[src/rtl/outagu_if.sv]
// Bundle of the control, bit-plane input and memory-write signals of outagu.
// The master side feeds configuration and planes; the slave side is the generator.
interface outagu_if #(
   parameter int N        = 64,
   parameter int BPREC    = 6,
   parameter int BDBANKA  = 15,
   parameter int BWLENGTH = 8,
   parameter int NJUMPS   = 5
);
   logic                              start;
   logic [BPREC-1:0]                  oprecision;
   logic [BDBANKA-1:0]                obaseaddr;
   logic [NJUMPS-1:0][BDBANKA-1:0]    ojump;
   logic [NJUMPS-1:1][BWLENGTH-1:0]   olength;
   logic                              in_valid;
   logic [N-1:0]                      in_data;
   logic                              busy;
   logic                              done;
   logic                              wr_en;
   logic [BDBANKA-1:0]                wr_addr;
   logic [N-1:0]                      wr_data;
   logic                              omsb;
   logic [NJUMPS-1:0]                 on_j;

   modport master (
      output start, oprecision, obaseaddr, ojump, olength, in_valid, in_data,
      input  busy, done, wr_en, wr_addr, wr_data, omsb, on_j
   );

   modport slave (
      input  start, oprecision, obaseaddr, ojump, olength, in_valid, in_data,
      output busy, done, wr_en, wr_addr, wr_data, omsb, on_j
   );
endinterface

[src/rtl/outagu.sv]
// Output address generator: takes MSB-first result bit planes and writes each
// plane to base + vector offset + plane index. After the last plane of a vector
// the offset advances through a nested-loop (odometer) pattern of lengths/jumps.
module outagu #(
   parameter int N        = 64,
   parameter int BPREC    = 6,
   parameter int BDBANKA  = 15,
   parameter int BWLENGTH = 8,
   parameter int NJUMPS   = 5
) (
   input  logic     clk,
   input  logic     rst_n,
   input  logic     clr,
   outagu_if.slave  bus
);

   typedef enum logic {IDLE, RUN} state_t;

   state_t                            state_q, state_d;
   logic [BPREC-1:0]                  last_b_q;
   logic [BPREC-1:0]                  b_q;
   logic [BDBANKA-1:0]                base_q;
   logic [BDBANKA-1:0]                voff_q;
   logic [NJUMPS-1:0][BDBANKA-1:0]    jump_q;
   logic [NJUMPS-1:1][BWLENGTH-1:0]   len_q;
   logic [NJUMPS-1:1][BWLENGTH-1:0]   cnt_q;
   logic [NJUMPS-1:1][BWLENGTH-1:0]   cnt_d;
   logic [NJUMPS-1:0]                 jsel;
   logic [BDBANKA-1:0]                jump_amt;
   logic                              carry;
   logic                              accept;
   logic                              last_plane;
   logic                              finish;

   assign accept     = (state_q == RUN) && bus.in_valid;
   assign last_plane = (b_q == last_b_q);
   assign finish     = accept && last_plane && carry;
   assign bus.busy   = (state_q == RUN);

   // Odometer step: find the lowest loop level with room left and the jump it uses.
   always_comb begin
      // NOTE: every variable written here gets a default first, so no path leaves one unassigned and infers a latch.
      cnt_d    = cnt_q;
      jsel     = '0;
      jump_amt = '0;
      // NOTE: carry is combinational scratch; blocking '=' lets each loop level see the previous level's result.
      carry    = 1'b1;
      for (int k = 1; k < NJUMPS; k++) begin
         if (carry) begin
            if (cnt_q[k] < len_q[k]) begin
               cnt_d[k]    = cnt_q[k] + BWLENGTH'(1);
               jsel[k-1]   = 1'b1;
               carry       = 1'b0;
            end else begin
               cnt_d[k] = '0;
            end
         end
      end
      jsel[NJUMPS-1] = carry;
      for (int k = 0; k < NJUMPS; k++) begin
         if (jsel[k]) jump_amt = jump_amt | jump_q[k];
      end
   end

   // Next-state: start leaves IDLE, the final plane of the final vector returns to it.
   always_comb begin
      state_d = state_q;
      case (state_q)
         IDLE: if (bus.start) state_d = RUN;
         RUN:  if (finish)    state_d = IDLE;
      endcase
   end

   // State register; clr has the same effect as reset.
   always_ff @(posedge clk or negedge rst_n) begin
      if (!rst_n)   state_q <= IDLE;
      else if (clr) state_q <= IDLE;
      // NOTE: sequential state uses non-blocking '<=' so every register samples pre-edge values.
      else          state_q <= state_d;
   end

   // Config latch, plane/loop counters and the registered write port.
   always_ff @(posedge clk or negedge rst_n) begin
      if (!rst_n) begin
         last_b_q    <= '0;
         b_q         <= '0;
         base_q      <= '0;
         voff_q      <= '0;
         jump_q      <= '0;
         len_q       <= '0;
         cnt_q       <= '0;
         bus.done    <= 1'b0;
         bus.wr_en   <= 1'b0;
         bus.wr_addr <= '0;
         bus.wr_data <= '0;
         bus.omsb    <= 1'b0;
         bus.on_j    <= '0;
      end else if (clr) begin
         last_b_q    <= '0;
         b_q         <= '0;
         base_q      <= '0;
         voff_q      <= '0;
         jump_q      <= '0;
         len_q       <= '0;
         cnt_q       <= '0;
         bus.done    <= 1'b0;
         bus.wr_en   <= 1'b0;
         bus.wr_addr <= '0;
         bus.wr_data <= '0;
         bus.omsb    <= 1'b0;
         bus.on_j    <= '0;
      end else begin
         bus.wr_en <= 1'b0;
         bus.done  <= 1'b0;
         if (state_q == IDLE && bus.start) begin
            // A precision of 0 behaves as a single plane per vector.
            last_b_q <= (bus.oprecision == '0) ? '0 : bus.oprecision - BPREC'(1);
            base_q   <= bus.obaseaddr;
            jump_q   <= bus.ojump;
            len_q    <= bus.olength;
            b_q      <= '0;
            cnt_q    <= '0;
            voff_q   <= '0;
         end else if (accept) begin
            bus.wr_en   <= 1'b1;
            bus.wr_addr <= base_q + voff_q + BDBANKA'(b_q);
            bus.wr_data <= bus.in_data;
            bus.omsb    <= (b_q == '0);
            if (last_plane) begin
               b_q      <= '0;
               cnt_q    <= cnt_d;
               voff_q   <= voff_q + jump_amt;
               bus.on_j <= jsel;
               bus.done <= carry;
            end else begin
               b_q <= b_q + BPREC'(1);
            end
         end
      end
   end

endmodule

[src/flat_wrapper.sv]
// flat-port wrapper written by rule: the top's interface ports become plain ports
module outagu_flat 
#(
   parameter int N        = 64,
   parameter int BPREC    = 6,
   parameter int BDBANKA  = 15,
   parameter int BWLENGTH = 8,
   parameter int NJUMPS   = 5
)
  (clk, rst_n, clr, bus_start, bus_oprecision, bus_obaseaddr, bus_ojump, bus_olength, bus_in_valid, bus_in_data, bus_busy, bus_done, bus_wr_en, bus_wr_addr, bus_wr_data, bus_omsb, bus_on_j);
  outagu_if #(.N(N), .BPREC(BPREC), .BDBANKA(BDBANKA), .BWLENGTH(BWLENGTH), .NJUMPS(NJUMPS)) bus_i ();
  input  logic clk;
  input  logic rst_n;
  input  logic clr;
  input wire logic [$bits(bus_i.start)-1:0] bus_start;
  input wire logic [$bits(bus_i.oprecision)-1:0] bus_oprecision;
  input wire logic [$bits(bus_i.obaseaddr)-1:0] bus_obaseaddr;
  input wire logic [$bits(bus_i.ojump)-1:0] bus_ojump;
  input wire logic [$bits(bus_i.olength)-1:0] bus_olength;
  input wire logic [$bits(bus_i.in_valid)-1:0] bus_in_valid;
  input wire logic [$bits(bus_i.in_data)-1:0] bus_in_data;
  output wire logic [$bits(bus_i.busy)-1:0] bus_busy;
  output wire logic [$bits(bus_i.done)-1:0] bus_done;
  output wire logic [$bits(bus_i.wr_en)-1:0] bus_wr_en;
  output wire logic [$bits(bus_i.wr_addr)-1:0] bus_wr_addr;
  output wire logic [$bits(bus_i.wr_data)-1:0] bus_wr_data;
  output wire logic [$bits(bus_i.omsb)-1:0] bus_omsb;
  output wire logic [$bits(bus_i.on_j)-1:0] bus_on_j;
  assign bus_i.start = bus_start;
  assign bus_i.oprecision = bus_oprecision;
  assign bus_i.obaseaddr = bus_obaseaddr;
  assign bus_i.ojump = bus_ojump;
  assign bus_i.olength = bus_olength;
  assign bus_i.in_valid = bus_in_valid;
  assign bus_i.in_data = bus_in_data;
  assign bus_busy = bus_i.busy;
  assign bus_done = bus_i.done;
  assign bus_wr_en = bus_i.wr_en;
  assign bus_wr_addr = bus_i.wr_addr;
  assign bus_wr_data = bus_i.wr_data;
  assign bus_omsb = bus_i.omsb;
  assign bus_on_j = bus_i.on_j;
  outagu #(.N(N), .BPREC(BPREC), .BDBANKA(BDBANKA), .BWLENGTH(BWLENGTH), .NJUMPS(NJUMPS)) u_core (.clk(clk), .rst_n(rst_n), .clr(clr), .bus(bus_i));
endmodule
[config.mk]
export PLATFORM = sky130hd
export DESIGN_NAME = outagu_flat
export DESIGN_NICKNAME = d
export VERILOG_FILES = /design/src/rtl/outagu_if.sv /design/src/rtl/outagu.sv /design/src/flat_wrapper.sv
export SDC_FILE = /design/constraint.sdc
export NUM_CORES = 1
export LEC_CHECK = 0
export CAP_MARGIN = 20
export CORE_AREA = 2 2 174 176
export DETAILED_ROUTE_END_ITERATION = 8
export DIE_AREA = 0 0 176 178
export GPL_ROUTABILITY_DRIVEN = 1
export GPL_TIMING_DRIVEN = 0
export PLACE_DENSITY = 0.77
export SLEW_MARGIN = 20
export SYNTH_ARGS = -nofsm -noshare
export SYNTH_HDL_FRONTEND = slang
export SYNTH_SLANG_ARGS = --single-unit
[constraint.sdc]
create_clock -name clk -period 3.85 [get_ports clk]
set_input_delay 0.5775 -clock clk [delete_from_list [all_inputs] [get_ports clk]]
set_output_delay 0.5775 -clock clk [all_outputs]
set_load 0.01 [all_outputs]
==> results of run 1 <==
[state kept, by name, summed over array words and instances, names as in the netlist]
name	cells
u_core.b_q	6
u_core.jump_q	75
u_core.bus.busy	1
u_core.len_q	32
u_core.voff_q	15
u_core.cnt_q	32
u_core.bus.wr_en	1
u_core.last_b_q	6
u_core.bus.wr_data	64
u_core.base_q	15
u_core.bus.on_j	5
u_core.bus.done	1
u_core.bus.omsb	1
u_core.bus.wr_addr	15
[kinds of logic after synthesis]
logic type / Yosys count
buffers and inverters: 138
xor gates and xnor gates: 51
AOI/OAI and AO/OA: 394
DFF: 269
adders and majority gates: 81
and+or+nand+nor: 596
muxes: 17
[per-stage QoR]
stage,TNS [ns],cells
floorplan,0,1546
global placement,-2483.17,2220
detailed placement,-4.36,2222
CTS,-0.0370,2300
global route,-0.767,2326
finish,-0.348,2326
[worst paths after layout]
check                                               startpoint                                  to  slack [ns]
worst max register to register    u_core.len_q[23]$_DFFE_PN0N_       u_core.voff_q[10]$_DFFE_PN0P_       -0.14
worst min-delay path                                     rst_n       u_core.jump_q[65]$_DFFE_PN0N_        0.02
worst max-delay path              u_core.len_q[23]$_DFFE_PN0N_       u_core.voff_q[10]$_DFFE_PN0P_       -0.14
worst min register to register  u_core.bus.on_j[4]$_DFFE_PN0P_      u_core.bus.on_j[4]$_DFFE_PN0P_        0.49
max in group asynchronous                                rst_n  u_core.bus.wr_data[46]$_DFFE_PN0P_        2.50
min in group clk                u_core.bus.on_j[4]$_DFFE_PN0P_      u_core.bus.on_j[4]$_DFFE_PN0P_        0.49
[repair_timing]
item / in CTS / in global routing
pin swaps: 24 / 32
setup endpoints to repair: 9 / 9
gates cloned: 2 / 1
gates resized for setup: 85 / 45
hold buffers: 0 / 0
buffers inserted: 27 / 28
endpoints found under the hold margin: 0 / 0
[placed cells by master (no fill, tap or decap), drive strengths merged, types with 3 or more instances in the layout]
master	count
nand3	20
nor2	44
and2	6
xnor2	20
fa	8
o21a	6
o21ai	84
clkbuf	100
a21oi	231
mux2i	17
nand2b	10
xor2	31
a22o	4
nor3	9
o21bai	4
a211oi	5
nor2b	3
and3	14
a211o	4
o311ai	14
clkdlybuf4s50	283
nor4	4
o31ai	3
inv	52
nand4	7
buf	80
a21o	17
nand2	469
o211ai	3
ha	73
dfrtp	269
clkinv	6
[layout make-up]
type	count	area, um2
clock inverter	10	116
tap	390	488
inverter	52	195
fill	2370	10400
antenna	1	2.50
timing repair buffer	339	3330
clock buffer	40	826
sequential	269	6740
buffer	85	395
multi-input combinational	1140	6880
[report_power, final]
group	leakage [nW]	internal, mW	switching [mW]
combinational	4.24	0.658	0.793
sequential	3.66	2.94	0.0840
clock	0.462	1.62	1.14
total	8.37	5.22	2.02
[routing by layer]
layer / up-vias / GRT usage (%) / wire (um)
met3: 82 / 4.84 / 3370
met5: - / 0 / 0
met1: 6031 / 33.8 / 17300
met2: 530 / 47.2 / 21000
met4: 0 / 8.51 / 1360
li1: 5958 / - / -
[worst max-delay path, stage by stage (launching register included)]
cell	delay [ns]
dfrtp_1	0.43
inv_2	0.09
ha_4	0.25
and2_4	0.17
a221oi_4	0.29
o21ai_4	0.16
buf_4	0.18
o311ai_2	0.34
o21ai_1	0.11
o21ai_1	0.17
ha_1	0.33
o21a_1	0.22
a21oi_2	0.19
nand2_2	0.10
a21o_1	0.21
a21o_1	0.17
a21oi_2	0.15
xor2_1	0.19
o21ai_1	0.08
[cells in the mapped netlist, types with 3 or more instances]
| library cell | number |
|---|---|
| o21bai_1 | 4 |
| mux2i_1 | 17 |
| nor2_1 | 44 |
| dfrtp_1 | 269 |
| nor4_1 | 3 |
| and3_1 | 14 |
| nand2_1 | 468 |
| a21o_1 | 17 |
| nand2b_1 | 10 |
| inv_1 | 52 |
| a21oi_1 | 230 |
| a22o_1 | 4 |
| a211oi_1 | 5 |
| o311ai_0 | 12 |
| nor2b_1 | 3 |
| nor3_1 | 9 |
| and2_1 | 6 |
| o21ai_1 | 31 |
| ha_1 | 73 |
| o21a_1 | 6 |
| fa_1 | 8 |
| nand4_1 | 7 |
| buf_1 | 15 |
| xnor2_1 | 20 |
| buf_2 | 8 |
| o21ai_0 | 51 |
| a211o_1 | 4 |
| xor2_1 | 31 |
| clkbuf_1 | 63 |
| nand3_1 | 19 |
==> flow_summary.yaml, run 1 <==
detailed_routing:
  dr.pass1.iters: 7
  routed_wl_mm: 42.9
  drc: 0
  drt-initial-drc-count: 1008
  num_vias: 12600
  avgRoutedWirePerCell_um: 18.5
  vias_per_cell: 5.42
  detail-route-antenna-nets: 0
place:
  place_ws_ns: -0.927
  dp_hpwl_mm: 31.0
  io_buffers: 284
  gp_congestion: 0.881
  placed_cell_area_um2: 17100
cts:
  clockRootBuffer: "clkbuf_16"
  clockBufferDepth: 3
  h-tree-depth: 1
  clk_latency_ns: 0.56
  cts_tree: "done"
  clk_pin_slew_worst_paths_ns: 0.06
  clock_sinks: 269
  cts_buffers: 28
setup_path:
  ff2ff_path_depth: 18
  critPathCaptureType: "flop"
  cp.required_ns: 4.26
  critPathKind: "reg -> reg"
  arrival_ns: 4.40
  cp-start-kind: "flop"
  crit_fanout: 5
run:
  cap_violations: 0
cells_and_area:
  utilization_pct: 64.5
  postLayoutCellArea_um2: 19000
  finalNetCount: 2193
  areaGrowthSynthToFinish_pct: 38.8
  final_layout_size_suffix_gt1_share_pct: 9.82
logic_synthesis:
  synthFlopType: "dfrtp_1"
  synth_cell_types: 65
  synth_top_family_by_area: "simple AND/OR/NAND/NOR gates"
  synth_xor_area_share_pct: 3.27
  ys_seq_area_share_pct: 49.3
  synth_edf_count: 0
  syn_area_per_cell_um2: 8.84
  synthArstFlopShare_pct: 100
  synth.area.mux_share_pct: 1.25
  yosysTopAreaCellShare_pct: 49.3
  synth_nets: 1824
  yosysTopAreaCell: "dfrtp_1"
  netlist_area_um2: 13700
  synth_fa_ha_area_share_pct: 7.85
  ys_warn_count: 0
  synth-compound-area-share_pct: 16.6
  yosys-top-cells-area: "dfrtp_1 49%, nand2_1 13%, a21oi_1 8.4%"
  synth-seq-cells: 269
  synthSimpleGateAreaFrac_pct: 17.9
  netlist_instances: 1546
pwr:
  vdd.ir_drop.worst_mv: 0.424
  powerDensity_nw_per_um2: 382
  finalPower_mw: 7.24
  power.leakage_nw: 8.37
die:
  coreArea_um2: 29400
  die_h_um: 178
  die-area_um2: 31300
  io_pins: 285
  initial_core_util_pct: 46.5
  die_x_um: 176
  rows: 63
grt:
  grt_start_max_net_pins: 98
  grt-ovfl-total: 0
  grt_use_total_pct: 26.9
  grt_pass1_wl_mm: 66.4
  grt_pass1_vias: 12500
  antenna_found_initial: 1
sta:
  slew_headroom_pct: 37.3
  setup_ws_ns: -0.140
  rsz0062_at_grt: "true"
  fin_crit_ns: 3.99
  timing.hold.ws_ns: 0.0221
  worst_slew_pin_slew_ns: 0.941
  clock.fmax_ghz: 0.251
  finalSetupViolations: 4
  fin_worst_skew_ns: 0.0148
  report.final.slew_viol_count: 0
  finalCritPeriodShare_pct: 104
  hold_viol: 0
min_path:
  hp-class: "in -> async"
outcome:
  status: "finished with violations"
  violations: "negative setup slack"
No activity file was read; power rests on OpenSTA's default activity.
==> inputs of run 2 (changes only) <==
Settings changed: CORE_AREA 2 2 174 176 to 3 3 175 177, DIE_AREA 0 0 176 178 to 0 0 178 180.
==> flow_summary.yaml, run 2 (same netlist as run 1, synthesis figures left out) <==
outcome:
  status: "finished with violations"
  violations: "negative setup slack"
cts:
  cts_buffers: 29
  h-tree-depth: 1
  clk_pin_slew_worst_paths_ns: 0.06
  clockRootBuffer: "clkbuf_16"
  clock_sinks: 269
  clockBufferDepth: 3
  cts_tree: "done"
  clk_latency_ns: 0.56
sta:
  fin_worst_skew_ns: 0.0234
  clock.fmax_ghz: 0.256
  rsz0062_at_grt: "true"
  worst_slew_pin_slew_ns: 0.980
  hold_viol: 0
  slew_headroom_pct: 34.6
  fin_crit_ns: 3.91
  report.final.slew_viol_count: 0
  tns_ns: -0.193
  finalSetupViolations: 4
  timing.hold.ws_ns: 0.504
  setup_ws_ns: -0.0612
  finalCritPeriodShare_pct: 102
cells_and_area:
  final_common_cell: "nand2_1"
  areaGrowthSynthToFinish_pct: 38.7
  top_register: "u_core.jump_q"
  finalNetCount: 2191
  final_cell_mix: "467 x nand2_1, 283 x clkdlybuf4s50_1, 267 x dfrtp_1"
  largest_reg_flops: 75
  reg_top3: "u_core.jump_q (75), u_core.bus.wr_data (64)"
  final_layout_size_suffix_gt1_share_pct: 9.35
detailed_routing:
  detail-route-antenna-nets: 0
  drc: 0
  num_vias: 12800
  avgRoutedWirePerCell_um: 18.7
  dr.pass1.iters: 7
  routed_wl_mm: 43.6
  vias_per_cell: 5.49
  drt-initial-drc-count: 1014
grt:
  antenna_found_initial: 2
  grt_pass1_wl_mm: 68.6
  grt_start_max_net_pins: 101
  grt_use_total_pct: 26.7
  grt_pass1_vias: 12900
  grt-ovfl-total: 0
setup_path:
  critPathKind: "reg -> reg"
  crit_fanout: 4
  cp-start-kind: "flop"
  cp.required_ns: 4.29
  critPathCaptureType: "flop"
  arrival_ns: 4.36
die:
  coreArea_um2: 29400
  initial_core_util_pct: 46.5
  die-area_um2: 32000
  rows: 63
  io_pins: 285
  die_h_um: 180
  die_x_um: 178
pwr:
  finalPower_mw: 7.27
  vdd.ir_drop.worst_mv: 0.327
  power.leakage_nw: 8.36
  powerDensity_nw_per_um2: 383
place:
  io_buffers: 284
  gp_congestion: 0.914
  dp_hpwl_mm: 31.6
min_path:
  hp-class: "in -> async"
run:
  cap_violations: 0
-- run 2: repair_timing --
| item | CTS | global route |
|---|---|---|
| pin swaps | 19 | 28 |
| setup endpoints to repair | 9 | 9 |
| setup buffers | 35 | 14 |
| resized for setup | 96 | 25 |
| hold endpoints to repair | 41 | 0 |
| cloned | 1 | 0 |
| hold buffers | 1 | 0 |
-- run 2: path summary, 6_finish.rpt --
kind	start	end	slack, ns	cells after the start
min in group clk	u_core.bus.on_j[4]$_DFFE_PN0P_	u_core.bus.on_j[4]$_DFFE_PN0P_	0.51	1
worst min-delay path	rst_n	u_core.jump_q[52]$_DFFE_PN0N_	0.50	2
max in group asynchronous	rst_n	u_core.cnt_q[21]$_DFFE_PN0P_	2.18	4
worst max register to register	u_core.cnt_q[25]$_DFFE_PN0P_	u_core.voff_q[14]$_DFFE_PN0P_	-0.06	16
worst max-delay path	u_core.cnt_q[25]$_DFFE_PN0P_	u_core.voff_q[14]$_DFFE_PN0P_	-0.06	16
worst min register to register	u_core.bus.on_j[4]$_DFFE_PN0P_	u_core.bus.on_j[4]$_DFFE_PN0P_	0.51	1
-- run 2: layout make-up --
class / count / area, um2
antenna: 1 / 2.50
tap: 390 / 488
clock buffer: 41 / 831
multi-input combinational: 1140 / 6870
inverter: 52 / 195
sequential: 269 / 6730
clock inverter: 13 / 133
buffer: 85 / 394
fill: 2321 / 10500
timing repair buffer: 336 / 3310
-- run 2: per-stage QoR --
stage / setup slack [ns] / cells / utilization (%) / area, um2
2_1_floorplan: 0.0317 / 1546 / - / 13700
3_3_place_gp: -9.20 / 2220 / 57.9 / 17000
3_5_place_dp: -0.827 / 2223 / 58.2 / 17100
4_1_cts: -0.000437 / 2313 / 63.7 / 18700
5_1_grt: -0.193 / 2327 / 64.5 / 19000
6_report: -0.0612 / 2327 / 64.5 / 19000
-- run 2: per-layer routing --
metal / vias up / GRT usage (%) / share of wire [%]
met1: 6098 / 33.7 / 39
met4: 2 / 10.2 / 4.5
met3: 123 / 5.20 / 9.2
met2: 589 / 45.2 / 47
met5: - / 0 / 0.046
li1: 5955 / - / -
-- run 2: report_power, final --
| part | internal (mW) | switching (mW) |
|---|---|---|
| logic | 0.641 | 0.792 |
| clock network | 1.64 | 1.16 |
| registers | 2.94 | 0.0843 |
-- run 2: worst max-delay path: stages, from the launching register on --
cell	delay, ns
dfrtp_1	0.41
ha_1	0.31
a2111o_1	0.41
a21oi_4	0.22
buf_12	0.15
mux2i_4	0.26
o21ai_4	0.10
ha_4	0.17
fa_2	0.33
a211o_1	0.33
a21oi_4	0.16
nand2_2	0.10
a31oi_4	0.24
o21ai_2	0.09
xnor2_2	0.16
a21o_1	0.17
a21o_1	0.17
